$ cat config.mk
export PLATFORM = sky130hd
export DESIGN_NAME = csr_regfile_flat
export DESIGN_NICKNAME = d
export VERILOG_FILES = /design/src/rtl/csr_if.sv /design/src/rtl/csr_regfile.sv /design/src/flat_wrapper.sv
export SDC_FILE = /design/constraint.sdc
export NUM_CORES = 1
export LEC_CHECK = 0
export BUFFER_PORTS_ARGS = -buffer_cell sky130_fd_sc_hd__buf_4
export CAP_MARGIN = 20
export CORE_MARGIN = 2
export CORE_UTILIZATION = 58
export CTS_BUF_LIST = sky130_fd_sc_hd__clkbuf_8
export DETAILED_ROUTE_END_ITERATION = 10
export GPL_ROUTABILITY_DRIVEN = 0
export GPL_TIMING_DRIVEN = 0
export PLACE_DENSITY_LB_ADDON = 0.05
export SLEW_MARGIN = 20
export SYNTH_ARGS = -nofsm -noshare
export SYNTH_HDL_FRONTEND = slang
export SYNTH_SLANG_ARGS = --single-unit
$ cat constraint.sdc
create_clock -name clk -period 3.6 [get_ports clk]
set_clock_uncertainty 0.2 [all_clocks]
set_input_delay 0.54 -clock clk [delete_from_list [all_inputs] [get_ports clk]]
set_output_delay 0.54 -clock clk [all_outputs]
set_load 0.05 [all_outputs]
$ cat src/rtl/csr_if.sv
// CSR register-file bus: access port from the read-modify-write unit, trap and
// MRET controls, interrupt lines, and the architectural state outputs.
// master = upstream unit / bench, slave = csr_regfile.
interface csr_if;
  logic [11:0] csr_addr;
  logic [31:0] csr_rdata;
  logic        csr_addr_invalid;
  logic        csr_wen;
  logic [31:0] csr_wdata;
  logic        trap_valid;
  logic [31:0] trap_cause;
  logic [31:0] trap_pc;
  logic [31:0] trap_tval;
  logic        mret_valid;
  logic        instr_retire;
  logic        ext_irq;
  logic        tmr_irq;
  logic        sw_irq;
  logic [1:0]  current_mode;
  logic [31:0] mtvec_out;
  logic [31:0] mepc_out;
  logic        irq_pending;

  modport master (
    output csr_addr, csr_wen, csr_wdata,
    output trap_valid, trap_cause, trap_pc, trap_tval,
    output mret_valid, instr_retire, ext_irq, tmr_irq, sw_irq,
    input  csr_rdata, csr_addr_invalid, current_mode, mtvec_out, mepc_out, irq_pending
  );

  modport slave (
    input  csr_addr, csr_wen, csr_wdata,
    input  trap_valid, trap_cause, trap_pc, trap_tval,
    input  mret_valid, instr_retire, ext_irq, tmr_irq, sw_irq,
    output csr_rdata, csr_addr_invalid, current_mode, mtvec_out, mepc_out, irq_pending
  );
endinterface

$ cat src/rtl/csr_regfile.sv
// Machine-mode CSR storage: architectural CSRs with combinational read,
// WARL write commit, trap entry, MRET return, privilege tracking and
// interrupt-pending evaluation.
// Build option: define CSR_COUNTERS_EN to implement the 64-bit mcycle/minstret
// counters; otherwise their addresses stay valid, read 0 and ignore writes.
module csr_regfile #(
  parameter logic [31:0] MTVEC_RESET = 32'h0000_0000,
  parameter logic [31:0] HART_ID     = 32'd0,
  parameter logic [31:0] MISA_VAL    = 32'h4000_0100
) (
  input  logic clk,
  input  logic rst_n,
  csr_if.slave bus
);
  localparam logic [1:0]  MODE_M   = 2'b11;
  localparam logic [1:0]  MODE_U   = 2'b00;
  localparam logic [31:0] MIE_MASK = 32'h0000_0888;

  logic [1:0]  mode_q;
  logic        mstatus_mie;
  logic        mstatus_mpie;
  logic [1:0]  mstatus_mpp;
  logic [31:0] mie_q;
  logic [31:2] mtvec_q;
  logic [31:0] mscratch_q;
  logic [31:2] mepc_q;
  logic [31:0] mcause_q;
  logic [31:0] mtval_q;

  logic [31:0] mstatus_rd;
  logic [31:0] mip_rd;
  logic [31:0] rdata;
  logic        addr_invalid;
  logic        wr_commit;

  // A trap or MRET in the same cycle swallows the CSR write.
  assign wr_commit = bus.csr_wen & ~bus.trap_valid & ~bus.mret_valid;

  assign mstatus_rd = {19'b0, mstatus_mpp, 3'b0, mstatus_mpie, 3'b0, mstatus_mie, 3'b0};
  assign mip_rd     = {20'b0, bus.ext_irq, 3'b0, bus.tmr_irq, 3'b0, bus.sw_irq, 3'b0};

  // Architectural state: reset > trap > mret > csr write.
  always_ff @(posedge clk) begin
    if (!rst_n) begin
      mode_q       <= MODE_M;
      mstatus_mie  <= 1'b0;
      mstatus_mpie <= 1'b0;
      mstatus_mpp  <= 2'b00;
      mie_q        <= '0;
      mtvec_q      <= MTVEC_RESET[31:2];
      mscratch_q   <= '0;
      mepc_q       <= '0;
      mcause_q     <= '0;
      mtval_q      <= '0;
    end else if (bus.trap_valid) begin
      mepc_q       <= bus.trap_pc[31:2];
      mcause_q     <= bus.trap_cause;
      mtval_q      <= bus.trap_tval;
      mstatus_mpie <= mstatus_mie;
      mstatus_mie  <= 1'b0;
      mstatus_mpp  <= mode_q;
      mode_q       <= MODE_M;
    end else if (bus.mret_valid) begin
      mode_q       <= mstatus_mpp;
      mstatus_mie  <= mstatus_mpie;
      mstatus_mpie <= 1'b1;
      mstatus_mpp  <= MODE_U;
    end else if (bus.csr_wen) begin
      case (bus.csr_addr)
        12'h300: begin
          mstatus_mie  <= bus.csr_wdata[3];
          mstatus_mpie <= bus.csr_wdata[7];
          // Only M and U exist; reserved encodings leave MPP untouched.
          if (bus.csr_wdata[12:11] == MODE_M || bus.csr_wdata[12:11] == MODE_U)
            mstatus_mpp <= bus.csr_wdata[12:11];
        end
        12'h304: mie_q      <= bus.csr_wdata & MIE_MASK;
        12'h305: mtvec_q    <= bus.csr_wdata[31:2];
        12'h340: mscratch_q <= bus.csr_wdata;
        12'h341: mepc_q     <= bus.csr_wdata[31:2];
        12'h342: mcause_q   <= bus.csr_wdata;
        12'h343: mtval_q    <= bus.csr_wdata;
        default: ;
      endcase
    end
  end

`ifdef CSR_COUNTERS_EN
  logic [63:0] mcycle_q;
  logic [63:0] minstret_q;

  // mcycle: free-running; a write to either half replaces it and skips the tick.
  always_ff @(posedge clk) begin
    if (!rst_n)
      mcycle_q <= '0;
    else if (wr_commit && bus.csr_addr == 12'hB00)
      mcycle_q <= {mcycle_q[63:32], bus.csr_wdata};
    else if (wr_commit && bus.csr_addr == 12'hB80)
      mcycle_q <= {bus.csr_wdata, mcycle_q[31:0]};
    else
      mcycle_q <= mcycle_q + 64'd1;
  end

  // minstret: counts retirements; a write to either half wins over the retire.
  always_ff @(posedge clk) begin
    if (!rst_n)
      minstret_q <= '0;
    else if (wr_commit && bus.csr_addr == 12'hB02)
      minstret_q <= {minstret_q[63:32], bus.csr_wdata};
    else if (wr_commit && bus.csr_addr == 12'hB82)
      minstret_q <= {bus.csr_wdata, minstret_q[31:0]};
    else if (bus.instr_retire)
      minstret_q <= minstret_q + 64'd1;
  end
`else
  logic unused_cnt;
  assign unused_cnt = bus.instr_retire ^ wr_commit;
`endif

  // Zero-latency read decode; unknown addresses read 0 and flag invalid.
  always_comb begin
    rdata        = '0;
    addr_invalid = 1'b0;
    case (bus.csr_addr)
      12'h300: rdata = mstatus_rd;
      12'h301: rdata = MISA_VAL;
      12'h304: rdata = mie_q;
      12'h305: rdata = {mtvec_q, 2'b00};
      12'h340: rdata = mscratch_q;
      12'h341: rdata = {mepc_q, 2'b00};
      12'h342: rdata = mcause_q;
      12'h343: rdata = mtval_q;
      12'h344: rdata = mip_rd;
      12'hF14: rdata = HART_ID;
`ifdef CSR_COUNTERS_EN
      12'hB00, 12'hC00: rdata = mcycle_q[31:0];
      12'hB80, 12'hC80: rdata = mcycle_q[63:32];
      12'hB02, 12'hC02: rdata = minstret_q[31:0];
      12'hB82, 12'hC82: rdata = minstret_q[63:32];
`else
      12'hB00, 12'hC00, 12'hB80, 12'hC80,
      12'hB02, 12'hC02, 12'hB82, 12'hC82: rdata = '0;
`endif
      default: addr_invalid = 1'b1;
    endcase
  end

  assign bus.csr_rdata        = rdata;
  assign bus.csr_addr_invalid = addr_invalid;
  assign bus.current_mode     = mode_q;
  assign bus.mtvec_out        = {mtvec_q, 2'b00};
  assign bus.mepc_out         = {mepc_q, 2'b00};
  // Interrupts are taken in M only when MIE is set, always when below M.
  assign bus.irq_pending      = (|(mip_rd & mie_q)) & (mstatus_mie | (mode_q != MODE_M));
endmodule

$ cat src/flat_wrapper.sv
// flat-port wrapper written by rule: the top's interface ports become plain ports
module csr_regfile_flat 
#(
  parameter logic [31:0] MTVEC_RESET = 32'h0000_0000,
  parameter logic [31:0] HART_ID     = 32'd0,
  parameter logic [31:0] MISA_VAL    = 32'h4000_0100
)
  (clk, rst_n, bus_csr_addr, bus_csr_wen, bus_csr_wdata, bus_trap_valid, bus_trap_cause, bus_trap_pc, bus_trap_tval, bus_mret_valid, bus_instr_retire, bus_ext_irq, bus_tmr_irq, bus_sw_irq, bus_csr_rdata, bus_csr_addr_invalid, bus_current_mode, bus_mtvec_out, bus_mepc_out, bus_irq_pending);
  csr_if bus_i ();
  input  logic clk;
  input  logic rst_n;
  input wire logic [$bits(bus_i.csr_addr)-1:0] bus_csr_addr;
  input wire logic [$bits(bus_i.csr_wen)-1:0] bus_csr_wen;
  input wire logic [$bits(bus_i.csr_wdata)-1:0] bus_csr_wdata;
  input wire logic [$bits(bus_i.trap_valid)-1:0] bus_trap_valid;
  input wire logic [$bits(bus_i.trap_cause)-1:0] bus_trap_cause;
  input wire logic [$bits(bus_i.trap_pc)-1:0] bus_trap_pc;
  input wire logic [$bits(bus_i.trap_tval)-1:0] bus_trap_tval;
  input wire logic [$bits(bus_i.mret_valid)-1:0] bus_mret_valid;
  input wire logic [$bits(bus_i.instr_retire)-1:0] bus_instr_retire;
  input wire logic [$bits(bus_i.ext_irq)-1:0] bus_ext_irq;
  input wire logic [$bits(bus_i.tmr_irq)-1:0] bus_tmr_irq;
  input wire logic [$bits(bus_i.sw_irq)-1:0] bus_sw_irq;
  output wire logic [$bits(bus_i.csr_rdata)-1:0] bus_csr_rdata;
  output wire logic [$bits(bus_i.csr_addr_invalid)-1:0] bus_csr_addr_invalid;
  output wire logic [$bits(bus_i.current_mode)-1:0] bus_current_mode;
  output wire logic [$bits(bus_i.mtvec_out)-1:0] bus_mtvec_out;
  output wire logic [$bits(bus_i.mepc_out)-1:0] bus_mepc_out;
  output wire logic [$bits(bus_i.irq_pending)-1:0] bus_irq_pending;
  assign bus_i.csr_addr = bus_csr_addr;
  assign bus_i.csr_wen = bus_csr_wen;
  assign bus_i.csr_wdata = bus_csr_wdata;
  assign bus_i.trap_valid = bus_trap_valid;
  assign bus_i.trap_cause = bus_trap_cause;
  assign bus_i.trap_pc = bus_trap_pc;
  assign bus_i.trap_tval = bus_trap_tval;
  assign bus_i.mret_valid = bus_mret_valid;
  assign bus_i.instr_retire = bus_instr_retire;
  assign bus_i.ext_irq = bus_ext_irq;
  assign bus_i.tmr_irq = bus_tmr_irq;
  assign bus_i.sw_irq = bus_sw_irq;
  assign bus_csr_rdata = bus_i.csr_rdata;
  assign bus_csr_addr_invalid = bus_i.csr_addr_invalid;
  assign bus_current_mode = bus_i.current_mode;
  assign bus_mtvec_out = bus_i.mtvec_out;
  assign bus_mepc_out = bus_i.mepc_out;
  assign bus_irq_pending = bus_i.irq_pending;
  csr_regfile #(.MTVEC_RESET(MTVEC_RESET), .HART_ID(HART_ID), .MISA_VAL(MISA_VAL)) u_core (.clk(clk), .rst_n(rst_n), .bus(bus_i));
endmodule
==> metrics.cfg <==
[timing]
timing.final.hold_violations = 0
finalMaxSlewViolations = 0
fin_crit_ps = 3491
rsz0062_at_grt = no
worst_pin_slew_ps = 755.8
slew-limit-headroom = 0.4961
setup_viol = 0
fmax_mhz = 286.4
hold_ws_ps = 118.8
fin_crit_sh = 0.9698

[global_route]
grt_remaining_overflow = 0
grt_pass1_wl_mm = 43.66
grt_max_degree = 17
grt_pass1_vias = 8085
antenna_found_initial = 0
grt_usage = 0.3810

[die]
die_x_um = 123.5
core_mm2 = 0.01393
ios = 249
fp.dieH_um = 123.5
rows = 43
initial_core_util = 0.5949
dieArea_mm2 = 0.01526

[power_and_ir_drop]
ir_drop_mv = 0.2689
swShare = 0.2873
p_clk_frac = 0.366
pwr-share-comb = 0.158
p_seq_frac = 0.476
power_mw = 4.097
powerDensity_mw_per_mm2 = 380.5
p_switching_mw = 1.177
p_leak_nw = 4.882
p_int_mw = 2.920

[finish]
final_cell_mix = 246 x buf_4, 165 x mux2i_1, 165 x dfxtp_1
multi_input_area_mm2 = 0.004607
nFillCells = 1048
nets = 1321
seqCellArea_mm2 = 0.003303
drive_above_1_share = 0.2886
syn2layout_area_growth_pct = 29.90
final_common_cell = buf_4
antenna_cells = 0

[logic_synthesis]
synth_flop_cell = dfxtp_1
yosysWarnings = 0
synth_async_sr_flop_share = 0
synth_edf_count = 0
synth.avg_cell_area_um2 = 9.089
synth_seq_cells = 165
netlist_area_mm2 = 0.008289
syn_inst = 912
synth-seq-area-share = 0.3985
ys_types = 53

[worst_setup_path]
cp_cell_sequence = buf_4, buf_2, nor2_4, clkbuf_1, nand4b_1, o221ai_1, buf_4
worstPathMaxFanout = 10
arrival_ps = 2750
startpoint = bus_csr_addr[1]
worstSetupEndpointType = output pin
startpoint_type = primary input
worst_ep_required_time_ps = 2860
worstSetupPathType = in2out
crit_path_frequent_cell = buf_4
slowest_stage = clkbuf_1
slowest_delay_ps = 590
critPathTopFamily = buffers and inverters
reg2reg_from = u_core.mstatus_mie
crit_buf_inv = 4

[placed_design]
port_buffers = 236
dp_hpwl_mm = 20.57

[route]
wl_mm = 29.19
dr.pass1.iters = 5
drt_iter0_drc = 1098
wl_per_cell_um = 21.38
vias = 8538
drc = 0
routed_via_density = 6.255
antenna_left = 0

[clock_tree]
clock-root-buffer = clkbuf_8
postCtsHoldBufs = 0
htreeDepth = 4
path_clk_slew_ps = 100
cts_buffers = 17
clock_latency_ps = 480
cts_tree = built
cts.sinks = 165
cts_max_path_buffers = 2

[job]
maxCapViolCount = 0

[outcome]
status = completed

[hold_path]
hold_class = in2reg
worstHoldStart = bus_trap_tval[24]

cell families (layout without fill, tap and decap cells):
| group | count (synthesis) | in the layout | share of synthesized area |
|---|---|---|---|
| muxes | 194 | 194 | 0.2454 |
| xor gates and xnor gates | 1 | 1 | 0.001057 |
| DFF | 165 | 165 | 0.3985 |
| and+or+nand+nor | 188 | 188 | 0.1105 |
| buffers and inverters | 89 | 359 | 0.04906 |
| other | 1 | 4 | 0.0004524 |
| AOI/OAI and AO/OA | 274 | 274 | 0.1950 |
flip-flops by register name, summed over array words and instances, names as in the netlist:
register,cells
u_core.mstatus_mpp,2
u_core.mepc_q,30
u_core.mstatus_mpie,1
u_core.mtval_q,32
u_core.mstatus_mie,1
u_core.bus.current_mode,2
u_core.mtvec_q,30
u_core.mscratch_q,32
u_core.mcause_q,32
u_core.mie_q,3
path summary, 6_finish.rpt:
kind	endpoint	slack [ps]	cells after the start
worst min-delay path	u_core.mtval_q[24]	120	3
worst max-delay path	bus_csr_rdata[7]	110	7
worst min register to register	u_core.mscratch_q[1]	260	2
worst max register to register	u_core.mstatus_mie	2460	3
cell usage after synthesis, types with 2 or more instances:
library cell  number  area, µm²
nand3_1            7      35.03
or2_2              2      12.51
inv_1              4      15.01
a22oi_1           28      210.2
o221ai_1           3      26.28
buf_2             16      80.08
a221o_1           24      240.2
buf_1              4      15.01
dfxtp_1          165       3303
or4_1              2      15.01
mux2_2            24      270.3
nor4_4             3      63.81
nor4_1             2      12.51
nand2b_1           3      18.77
nor2_1            37      138.9
clkbuf_1          53      198.9
nor3_1             5      25.02
mux2i_1          165       1652
o21ai_0           99      495.5
a211oi_1           2      15.01
nor3b_1            2      15.01
a21oi_1          105      525.5
buf_6              3      33.78
a311oi_1           3      26.28
a31oi_1            3      18.77
buf_4              8      60.06
nand4_1            7      43.79
nand2_1          104      390.4
mux4_2             5      112.6
metrics by stage:
stage          std cells  setup TNS, ps  setup WS [ps]  utilization  instance area (µm²)
4_1_cts             1364              0          21.12       0.7715                10750
6_report            1365              0          108.6       0.7727                10770
3_3_place_gp        1331          -4021         -374.1       0.7390                10300
3_5_place_dp        1331          -4222         -392.4       0.7390                10300
2_1_floorplan        915              0          187.2            -                 8300
5_1_grt             1365              0          11.29       0.7727                10770
power by group through the flow:
stage | registers [mW] | clock network, mW | logic (mW)
after floorplan | 2.06 | 0 | 0.270
after global placement | 1.99 | 0 | 0.619
after detailed placement | 1.99 | 0 | 0.628
after global routing | 1.96 | 1.56 | 0.687
after CTS | 1.95 | 1.49 | 0.632
final | 1.95 | 1.50 | 0.645
per-layer routing:
layer  share of wire  up-vias  GRT usage  routed length, µm
met4           0.037        0     0.1790               1088
met5               0        -          0                  0
met1            0.39     4014     0.5010              11390
met2            0.46      577     0.6061              13500
met3            0.11       93    0.07011               3206
li1                -     3854          -                  -
final cells by class:
| type | instances | share of cell area |
|---|---|---|
| Multi-Input combinational cell | 661 | 0.4278 |
| Sequential cell | 165 | 0.3068 |
| Timing Repair Buffer | 238 | 0.1659 |
| Buffer | 84 | 0.03637 |
| Clock buffer | 17 | 0.02173 |
| Tap cell | 180 | 0.02092 |
| Clock inverter | 15 | 0.01871 |
| Inverter | 5 | 0.001743 |
tightest hold or removal path: cells and delay by family:
kind / cells / cell delay [ps]
AO/OA/AOI/OAI: 2 / 160
buffers and inverters: 1 / 80
repair_timing:
action,4_1_cts,5_1_grt
pin swaps,2,1
resized for setup,4,2
endpoints found under the setup margin,23,23
setup buffers,1,1
(Power assumes the default switching activity.)
